$ cat config.mk
export PLATFORM = sky130hd
export DESIGN_NAME = uart_capture_mc
export DESIGN_NICKNAME = d
export VERILOG_FILES = /design/src/rtl/uart_capture_pkg.sv /design/src/rtl/uart_capture_rx.sv /design/src/rtl/uart_capture_mc.sv
export SDC_FILE = /design/constraint.sdc
export NUM_CORES = 1
export LEC_CHECK = 0
export CORE_MARGIN = 4
export CORE_UTILIZATION = 35
export CTS_CLUSTER_SIZE = 30
export DETAILED_ROUTE_END_ITERATION = 10
export MAX_ROUTING_LAYER = met4
export SLEW_MARGIN = 20
export SYNTH_ARGS = -nofsm -noshare
export SYNTH_HDL_FRONTEND = slang
export SYNTH_SLANG_ARGS = --single-unit
$ cat constraint.sdc
create_clock -name CLK -period 4.85 [get_ports CLK]
set_input_delay 0.485 -clock CLK [delete_from_list [all_inputs] [get_ports CLK]]
set_output_delay 0.485 -clock CLK [all_outputs]
set_load 0.05 [all_outputs]
$ cat src/rtl/uart_capture_pkg.sv
// uart_capture_pkg: types and constants shared by the multi-channel UART capture block.
//   rx_state_e     - per-channel receiver FSM states (StParity only with UART_CAP_PARITY_EN)
//   fifo_entry_t   - capture FIFO entry {source channel, received byte}
//   EOT_CHAR_DEFAULT - default end-of-simulation character
// Optional feature macro: UART_CAP_PARITY_EN (adds the parity state).
package uart_capture_pkg;

    localparam logic [7:0]  EOT_CHAR_DEFAULT = 8'h04;
    // Channel field sized for the largest supported channel count (8).
    localparam int unsigned MAX_CH_W = 3;

    typedef enum logic [2:0] {
        StIdle,
        StStart,
        StData,
        StStop
`ifdef UART_CAP_PARITY_EN
        , StParity
`endif
    } rx_state_e;

    typedef struct packed {
        logic [MAX_CH_W-1:0] ch;
        logic [7:0]          data;
    } fifo_entry_t;

endpackage

$ cat src/rtl/uart_capture_rx.sv
// uart_capture_rx: one UART receive channel (8N1, or 8E1 with UART_CAP_PARITY_EN).
//   clk_i        - clock
//   rst_i        - asynchronous active-high reset
//   rxd_i        - raw serial input, idle high, asynchronous to clk_i
//   byte_done_o  - one-cycle strobe: a byte with a good stop bit (and parity) completed
//   byte_o       - received byte, valid with byte_done_o
//   frame_err_o  - registered one-cycle pulse on a bad stop bit or parity mismatch
// Optional feature macro: UART_CAP_PARITY_EN.
module uart_capture_rx
    import uart_capture_pkg::*;
#(
    parameter int unsigned CLK_DIV = 16
) (
    input  logic       clk_i,
    input  logic       rst_i,
    input  logic       rxd_i,
    output logic       byte_done_o,
    output logic [7:0] byte_o,
    output logic       frame_err_o
);

    localparam int unsigned     CntW     = $clog2(CLK_DIV);
    localparam logic [CntW-1:0] HalfLast = CntW'(CLK_DIV / 2 - 1);
    localparam logic [CntW-1:0] BitLast  = CntW'(CLK_DIV - 1);

    logic [1:0]      sync_q;
    logic            rxd;
    rx_state_e       state_q, state_d;
    logic            armed_q, armed_d;
    logic [CntW-1:0] cnt_q, cnt_d;
    logic [2:0]      bit_q, bit_d;
    logic [7:0]      shift_q, shift_d;
    logic            frame_err_q, frame_err_d;
`ifdef UART_CAP_PARITY_EN
    logic            par_ok_q, par_ok_d;
`endif

    always_ff @(posedge clk_i or posedge rst_i) begin
        if (rst_i) begin
            sync_q      <= 2'b11;
            state_q     <= StIdle;
            armed_q     <= 1'b0;
            cnt_q       <= '0;
            bit_q       <= '0;
            shift_q     <= '0;
            frame_err_q <= 1'b0;
`ifdef UART_CAP_PARITY_EN
            par_ok_q    <= 1'b0;
`endif
        end else begin
            sync_q      <= {sync_q[0], rxd_i};
            state_q     <= state_d;
            armed_q     <= armed_d;
            cnt_q       <= cnt_d;
            bit_q       <= bit_d;
            shift_q     <= shift_d;
            frame_err_q <= frame_err_d;
`ifdef UART_CAP_PARITY_EN
            par_ok_q    <= par_ok_d;
`endif
        end
    end

    assign rxd         = sync_q[1];
    assign byte_o      = shift_q;
    assign frame_err_o = frame_err_q;

    always_comb begin
        state_d     = state_q;
        armed_d     = armed_q;
        cnt_d       = cnt_q + 1'b1;
        bit_d       = bit_q;
        shift_d     = shift_q;
        frame_err_d = 1'b0;
        byte_done_o = 1'b0;
`ifdef UART_CAP_PARITY_EN
        par_ok_d    = par_ok_q;
`endif
        unique case (state_q)
            StIdle: begin
                cnt_d = '0;
                // A falling edge only counts once the line has been seen idle high.
                if (armed_q && !rxd) begin
                    state_d = StStart;
                    armed_d = 1'b0;
                end else if (rxd) begin
                    armed_d = 1'b1;
                end
            end
            StStart: begin
                if (cnt_q == HalfLast) begin
                    cnt_d   = '0;
                    bit_d   = '0;
                    state_d = rxd ? StIdle : StData;
                end
            end
            StData: begin
                if (cnt_q == BitLast) begin
                    cnt_d   = '0;
                    shift_d = {rxd, shift_q[7:1]};
                    bit_d   = bit_q + 3'd1;
                    if (bit_q == 3'd7) begin
`ifdef UART_CAP_PARITY_EN
                        state_d = StParity;
`else
                        state_d = StStop;
`endif
                    end
                end
            end
`ifdef UART_CAP_PARITY_EN
            StParity: begin
                if (cnt_q == BitLast) begin
                    cnt_d    = '0;
                    par_ok_d = (rxd == ^shift_q);
                    state_d  = StStop;
                end
            end
`endif
            StStop: begin
                if (cnt_q == BitLast) begin
                    cnt_d   = '0;
                    state_d = StIdle;
                    // A low stop bit leaves the line low, so re-arm only if it is high.
                    armed_d = rxd;
`ifdef UART_CAP_PARITY_EN
                    if (rxd && par_ok_q) begin
`else
                    if (rxd) begin
`endif
                        byte_done_o = 1'b1;
                    end else begin
                        frame_err_d = 1'b1;
                    end
                end
            end
            default: state_d = StIdle;
        endcase
    end

endmodule

$ cat src/rtl/uart_capture_mc.sv
// uart_capture_mc: NUM_CH UART receivers feeding one shared first-word-fall-through FIFO
// through per-channel hold registers and a round-robin arbiter.
//   CLK, RESET        - clock, asynchronous active-high reset
//   RXD               - serial inputs, one per channel
//   out_valid/ready   - FIFO head handshake; out_ch/out_data describe the head
//   clr_status        - clears the sticky overrun and sim_end flags
//   overrun           - sticky: a completed byte found its hold register still pending
//   frame_err         - one-cycle pulse per channel on a bad frame
//   sim_end           - sticky: EOT_CHAR was received on that channel
// Optional feature macro: UART_CAP_PARITY_EN (even parity bit, handled in uart_capture_rx).
module uart_capture_mc
    import uart_capture_pkg::*;
#(
    parameter int unsigned NUM_CH     = 2,
    parameter int unsigned CLK_DIV    = 16,
    parameter int unsigned FIFO_DEPTH = 8,
    parameter logic [7:0]  EOT_CHAR   = EOT_CHAR_DEFAULT,
    localparam int unsigned ChW       = (NUM_CH > 1) ? $clog2(NUM_CH) : 1
) (
    input  logic              CLK,
    input  logic              RESET,
    input  logic [NUM_CH-1:0] RXD,
    output logic              out_valid,
    input  logic              out_ready,
    output logic [ChW-1:0]    out_ch,
    output logic [7:0]        out_data,
    input  logic              clr_status,
    output logic [NUM_CH-1:0] overrun,
    output logic [NUM_CH-1:0] frame_err,
    output logic [NUM_CH-1:0] sim_end
);

    localparam int unsigned PtrW = $clog2(FIFO_DEPTH);

    logic [NUM_CH-1:0] done;
    logic [7:0]        rx_byte [NUM_CH];
    logic [NUM_CH-1:0] pend_q, pend_d;
    logic [7:0]        hold_q [NUM_CH];
    logic [7:0]        hold_d [NUM_CH];
    logic [NUM_CH-1:0] ovr_q, ovr_d, eot_q, eot_d;
    logic [ChW-1:0]    last_q, last_d;
    logic [NUM_CH-1:0] grant;
    logic              found;
    fifo_entry_t       push_entry;
    fifo_entry_t       mem_q [FIFO_DEPTH];
    logic [PtrW:0]     wr_q, rd_q;
    logic              empty, full, push, pop, can_push;

    for (genvar g = 0; g < NUM_CH; g++) begin : g_rx
        uart_capture_rx #(
            .CLK_DIV(CLK_DIV)
        ) u_rx (
            .clk_i      (CLK),
            .rst_i      (RESET),
            .rxd_i      (RXD[g]),
            .byte_done_o(done[g]),
            .byte_o     (rx_byte[g]),
            .frame_err_o(frame_err[g])
        );
    end

    assign empty    = (wr_q == rd_q);
    assign full     = (wr_q[PtrW] != rd_q[PtrW]) && (wr_q[PtrW-1:0] == rd_q[PtrW-1:0]);
    assign pop      = out_valid && out_ready;
    // A pop frees the slot the push writes into, so a full FIFO may still accept.
    assign can_push = !full || pop;
    assign push     = |grant;

    assign out_valid = !empty;
    assign out_ch    = out_valid ? ChW'(mem_q[rd_q[PtrW-1:0]].ch) : '0;
    assign out_data  = out_valid ? mem_q[rd_q[PtrW-1:0]].data : '0;
    assign overrun   = ovr_q;
    assign sim_end   = eot_q;

    // Round-robin: search starts at the channel after the last one granted.
    always_comb begin
        grant      = '0;
        found      = 1'b0;
        last_d     = last_q;
        push_entry = '0;
        for (int unsigned off = 1; off <= NUM_CH; off++) begin
            for (int unsigned c = 0; c < NUM_CH; c++) begin
                if (!found && can_push && pend_q[c] && ((32'(last_q) + off) % NUM_CH) == c) begin
                    found           = 1'b1;
                    grant[c]        = 1'b1;
                    last_d          = ChW'(c);
                    push_entry.ch   = MAX_CH_W'(c);
                    push_entry.data = hold_q[c];
                end
            end
        end
    end

    always_comb begin
        for (int unsigned c = 0; c < NUM_CH; c++) begin
            pend_d[c] = pend_q[c] & ~grant[c];
            hold_d[c] = hold_q[c];
            ovr_d[c]  = ovr_q[c] & ~clr_status;
            eot_d[c]  = eot_q[c] & ~clr_status;
            if (done[c]) begin
                if (pend_q[c]) begin
                    ovr_d[c] = 1'b1;
                end else begin
                    pend_d[c] = 1'b1;
                    hold_d[c] = rx_byte[c];
                end
                // EOT detection sees every completed byte, dropped or not.
                if (rx_byte[c] == EOT_CHAR) begin
                    eot_d[c] = 1'b1;
                end
            end
        end
    end

    always_ff @(posedge CLK or posedge RESET) begin
        if (RESET) begin
            pend_q <= '0;
            ovr_q  <= '0;
            eot_q  <= '0;
            last_q <= '0;
            wr_q   <= '0;
            rd_q   <= '0;
            for (int unsigned c = 0; c < NUM_CH; c++) begin
                hold_q[c] <= '0;
            end
        end else begin
            pend_q <= pend_d;
            ovr_q  <= ovr_d;
            eot_q  <= eot_d;
            last_q <= last_d;
            hold_q <= hold_d;
            if (push) begin
                wr_q <= wr_q + 1'b1;
            end
            if (pop) begin
                rd_q <= rd_q + 1'b1;
            end
        end
    end

    always_ff @(posedge CLK) begin
        if (push) begin
            mem_q[wr_q[PtrW-1:0]] <= push_entry;
        end
    end

endmodule

==> flow_summary.toml <==
[run_status]
outcome = "complete, no violations"

[global_route]
grt_use_met3_pct = 3.45
grt_util_met2_pct = 19.5
pin_count_of_the_biggest_net_entering_global_routing = 50
globalRouteTotalUtil_pct = 13.0
globalRouteMet1Util_pct = 16.9
first_global_vias = 3730
grt_most_used_layer = "met2"
overflow = 0
grt_pass1_wl_mm = 19.7
antenna_found_initial = 0

[layout]
post-route-util_pct = 42.2
final_layout_size_suffix_gt1_share_pct = 22.1
most-common-layout-cells = "sky130_fd_sc_hd__edfxtp_1, sky130_fd_sc_hd__dfrtp_1, sky130_fd_sc_hd__mux2_2, sky130_fd_sc_hd__nor2_1, sky130_fd_sc_hd__clkdlybuf4s50_1"
layout.filler_cells = 1613
antenna_cells_inserted = 0
layout.cells.most_common = "sky130_fd_sc_hd__edfxtp_1"
fin_nets = 481
area_growth_syn_to_layout_pct = 16.7
area_taken_by_multi_input_logic_gates_mm2 = 0.00221
regArea_mm2 = 0.00399

[synthesis]
synth_seq_cells = 145
yosys_warnings = 0
synthDistinctLibCells = 53
async_flop_share_pct = 50.3
synth_cells = 433
number_of_flops_mapped_to_enable_cells_by_yosys = 72
synthFlopType = "sky130_fd_sc_hd__edfxtp_1"
synth.cell_area_mm2 = 0.00635
synth_fp_nets = 456
synth-seq-area-share_pct = 62.9
syn_area_per_cell_um2 = 14.7

[routing]
vias_per_cell = 5.05
postRouteWirelength_mm = 11.6
ant_nets = 0
route.detailed.wl_per_inst_um = 16.7
remaining_drc_errors = 0
drt_pre_antenna_iters = 5
dr_total_vias = 3514
drtIter0Drc = 231

[clocking]
cts_max_level = 4
postCtsResizedCells = 0
insertion_delay_ns = 0.42
clock_tree_from_tritoncts = "yes"
numCtsBuffers = 17
cts.root.buffer_cell = "sky130_fd_sc_hd__clkbuf_16"
clkTransAtPathRegs_ns = 0.06
cts_max_path_buffers = 2
cts_sinks = 145
post-cts-setup-buffer-count = 0
cts.hold.buffers_added = 0

[min_path]
holdCritPathClass = "flop to flop"
worst_hold_path.num_cells = 0

[floorplanning]
initial_core_util_pct = 36.2
fp-row-count = 48
num_io_pins = 22
die-height_um = 143
fp.coreArea_mm2 = 0.0175
dieArea_mm2 = 0.0204
chipWidth_um = 143

[critical_path]
cp_slowest_stage_delay_ns = 0.84
worst_path_maximum_fanout = 12
worstPathCellList = "xor2_1 -> nor4_2 -> nor2_1 -> clkdlybuf4s50_1"
critical_path_type = "flop to primary output"
worstSetupEndpointType = "primary output"
crit_path_top_delay_cell = "sky130_fd_sc_hd__nor4_2"
worst-r2r-cell-count = 4
cp_data_arrival_time_ns = 3.11
crit_required_ns = 4.37
worst_setup_path_start_kind = "flop"

[timing]
layout_min_cycle_time_ns = 3.59
slew_violations = 0
clock_skew_ns = 0.00967
worst_hold_check_slack_ns = 0.355
final-hold-violation-count = 0
final_min_period_over_clock_period_pct = 74.1
tightest_slew_ns = 0.921
timing.fmax_mhz = 278
setup-tns-final_ns = 0
max-slew-margin-rel_pct = 38.1
setup_repair_after_global_routing_missed_its_margin = "false"
final-setup-viol-count = 0

[power]
worst_ir_drop_vdd_v = 0.000529
total_power_uw = 4290
power.static_leakage_uw = 0.00300
power_density_mw_per_mm2 = 579

[placed_design]
post-dp-hpwl_mm = 8.14
placement.io_buffers = 21
gp_congestion = 0.861

[run]
drv.max_cap_violation_count = 0
## cell families (layout without fill, tap and decap cells)
family	Yosys count	in the layout	synth area share, %
XOR/XNOR	13	13	1.79
AO/OA/AOI/OAI	50	50	5.42
flip-flops	145	145	62.9
buffers and inverters	38	76	2.82
adder cells (fa/ha/maj)	17	17	3.35
multiplexers	68	68	15.0
AND/OR/NAND/NOR	102	102	8.69
## worst paths after layout
kind                                                   from                           endpoint  slack (ns)
setup / recovery                        rd_q[2]$_DFFE_PP0P_                        out_data[0]        1.26
hold / removal             g_rx[1].u_rx.sync_q[0]$_DFF_PP1_   g_rx[1].u_rx.sync_q[1]$_DFF_PP1_        0.35
setup reg to reg                        rd_q[2]$_DFFE_PP0P_              mem_q[7][7]$_DFFE_PP_        1.91
hold reg to reg            g_rx[1].u_rx.sync_q[0]$_DFF_PP1_   g_rx[1].u_rx.sync_q[1]$_DFF_PP1_        0.35
max in group asynchronous                             RESET              hold_q[3]$_DFFE_PP0P_        3.47
min in group asynchronous                             RESET  g_rx[0].u_rx.bit_q[0]$_DFFE_PP0P_        0.53
## critical path: cells and delay by family (launching register included)
kind                   cells  cell delay, ns
buffers and inverters      1            0.74
XOR/XNOR                   1            0.22
flip-flops                 1            0.75
AND/OR/NAND/NOR            2            0.98
## routing by layer
| metal | up-vias | routed length (um) |
|---|---|---|
| li1 | 1668 | - |
| met1 | 1774 | 5540 |
| met2 | 58 | 5460 |
| met3 | 14 | 455 |
| met4 | 0 | 165 |
| met5 | - | 0 |
## sequential cells by signal (all words and copies together), names as in the netlist, 6 cells and up
register / flops
g_rx.u_rx.bit_q: 6
g_rx.u_rx.cnt_q: 8
mem_q: 72
hold_q: 16
g_rx.u_rx.byte_o: 16
## per-stage QoR
step	cells	cell area (um^2)	setup WS, ns
after floorplan	433	6350	2.30
after global placement	664	6800	1.76
after detailed placement	664	6800	1.61
after CTS	696	7400	1.15
after global routing	696	7410	0.968
final	696	7410	1.26
## Yosys cell counts, drive strengths merged, types with 2 or more instances
cell	count	share of area (%)
o21bai	2	0.24
a22oi	8	0.95
inv	16	0.95
a32o	2	0.32
a21oi	12	0.95
o22ai	3	0.30
nand4	2	0.20
nor2b	3	0.30
buf	13	1.3
dfrtp	69	27
xor2	11	1.5
or3	4	0.39
and4b	2	0.32
edfxtp	72	34
o31ai	2	0.24
o211ai	2	0.24
a22o	2	0.28
xnor2	2	0.28
nor3	6	0.73
and4	2	0.28
a2bb2oi	2	0.28
nand2	15	0.89
mux4	18	6.4
mux2	36	6.4
nand3	9	0.71
nor4	6	0.59
mux2i	14	2.2
nand2b	2	0.20
and2	7	0.69
o21ai	8	0.69
nor2	33	2.0
clkbuf	9	0.53
ha	17	3.4
nor3b	3	0.35
nor4b	5	0.69
dfstp	4	1.7
## power breakdown
part	total [uW]	switching (uW)	internal, uW	leakage, uW
clock network	1300	492	805	0.000278
registers	1590	169	1420	0.00164
logic	1400	826	575	0.00108
total	4290	1490	2800	0.00300
## final cells by class
cell class	count	share of cell area [%]
sequential	145	53.9
clock inverter	14	2.21
multi-input combinational	250	29.9
inverter	16	0.828
tap	225	3.80
clock buffer	18	5.79
timing repair buffer	28	3.55
No activity file was read; power rests on OpenSTA's default activity.
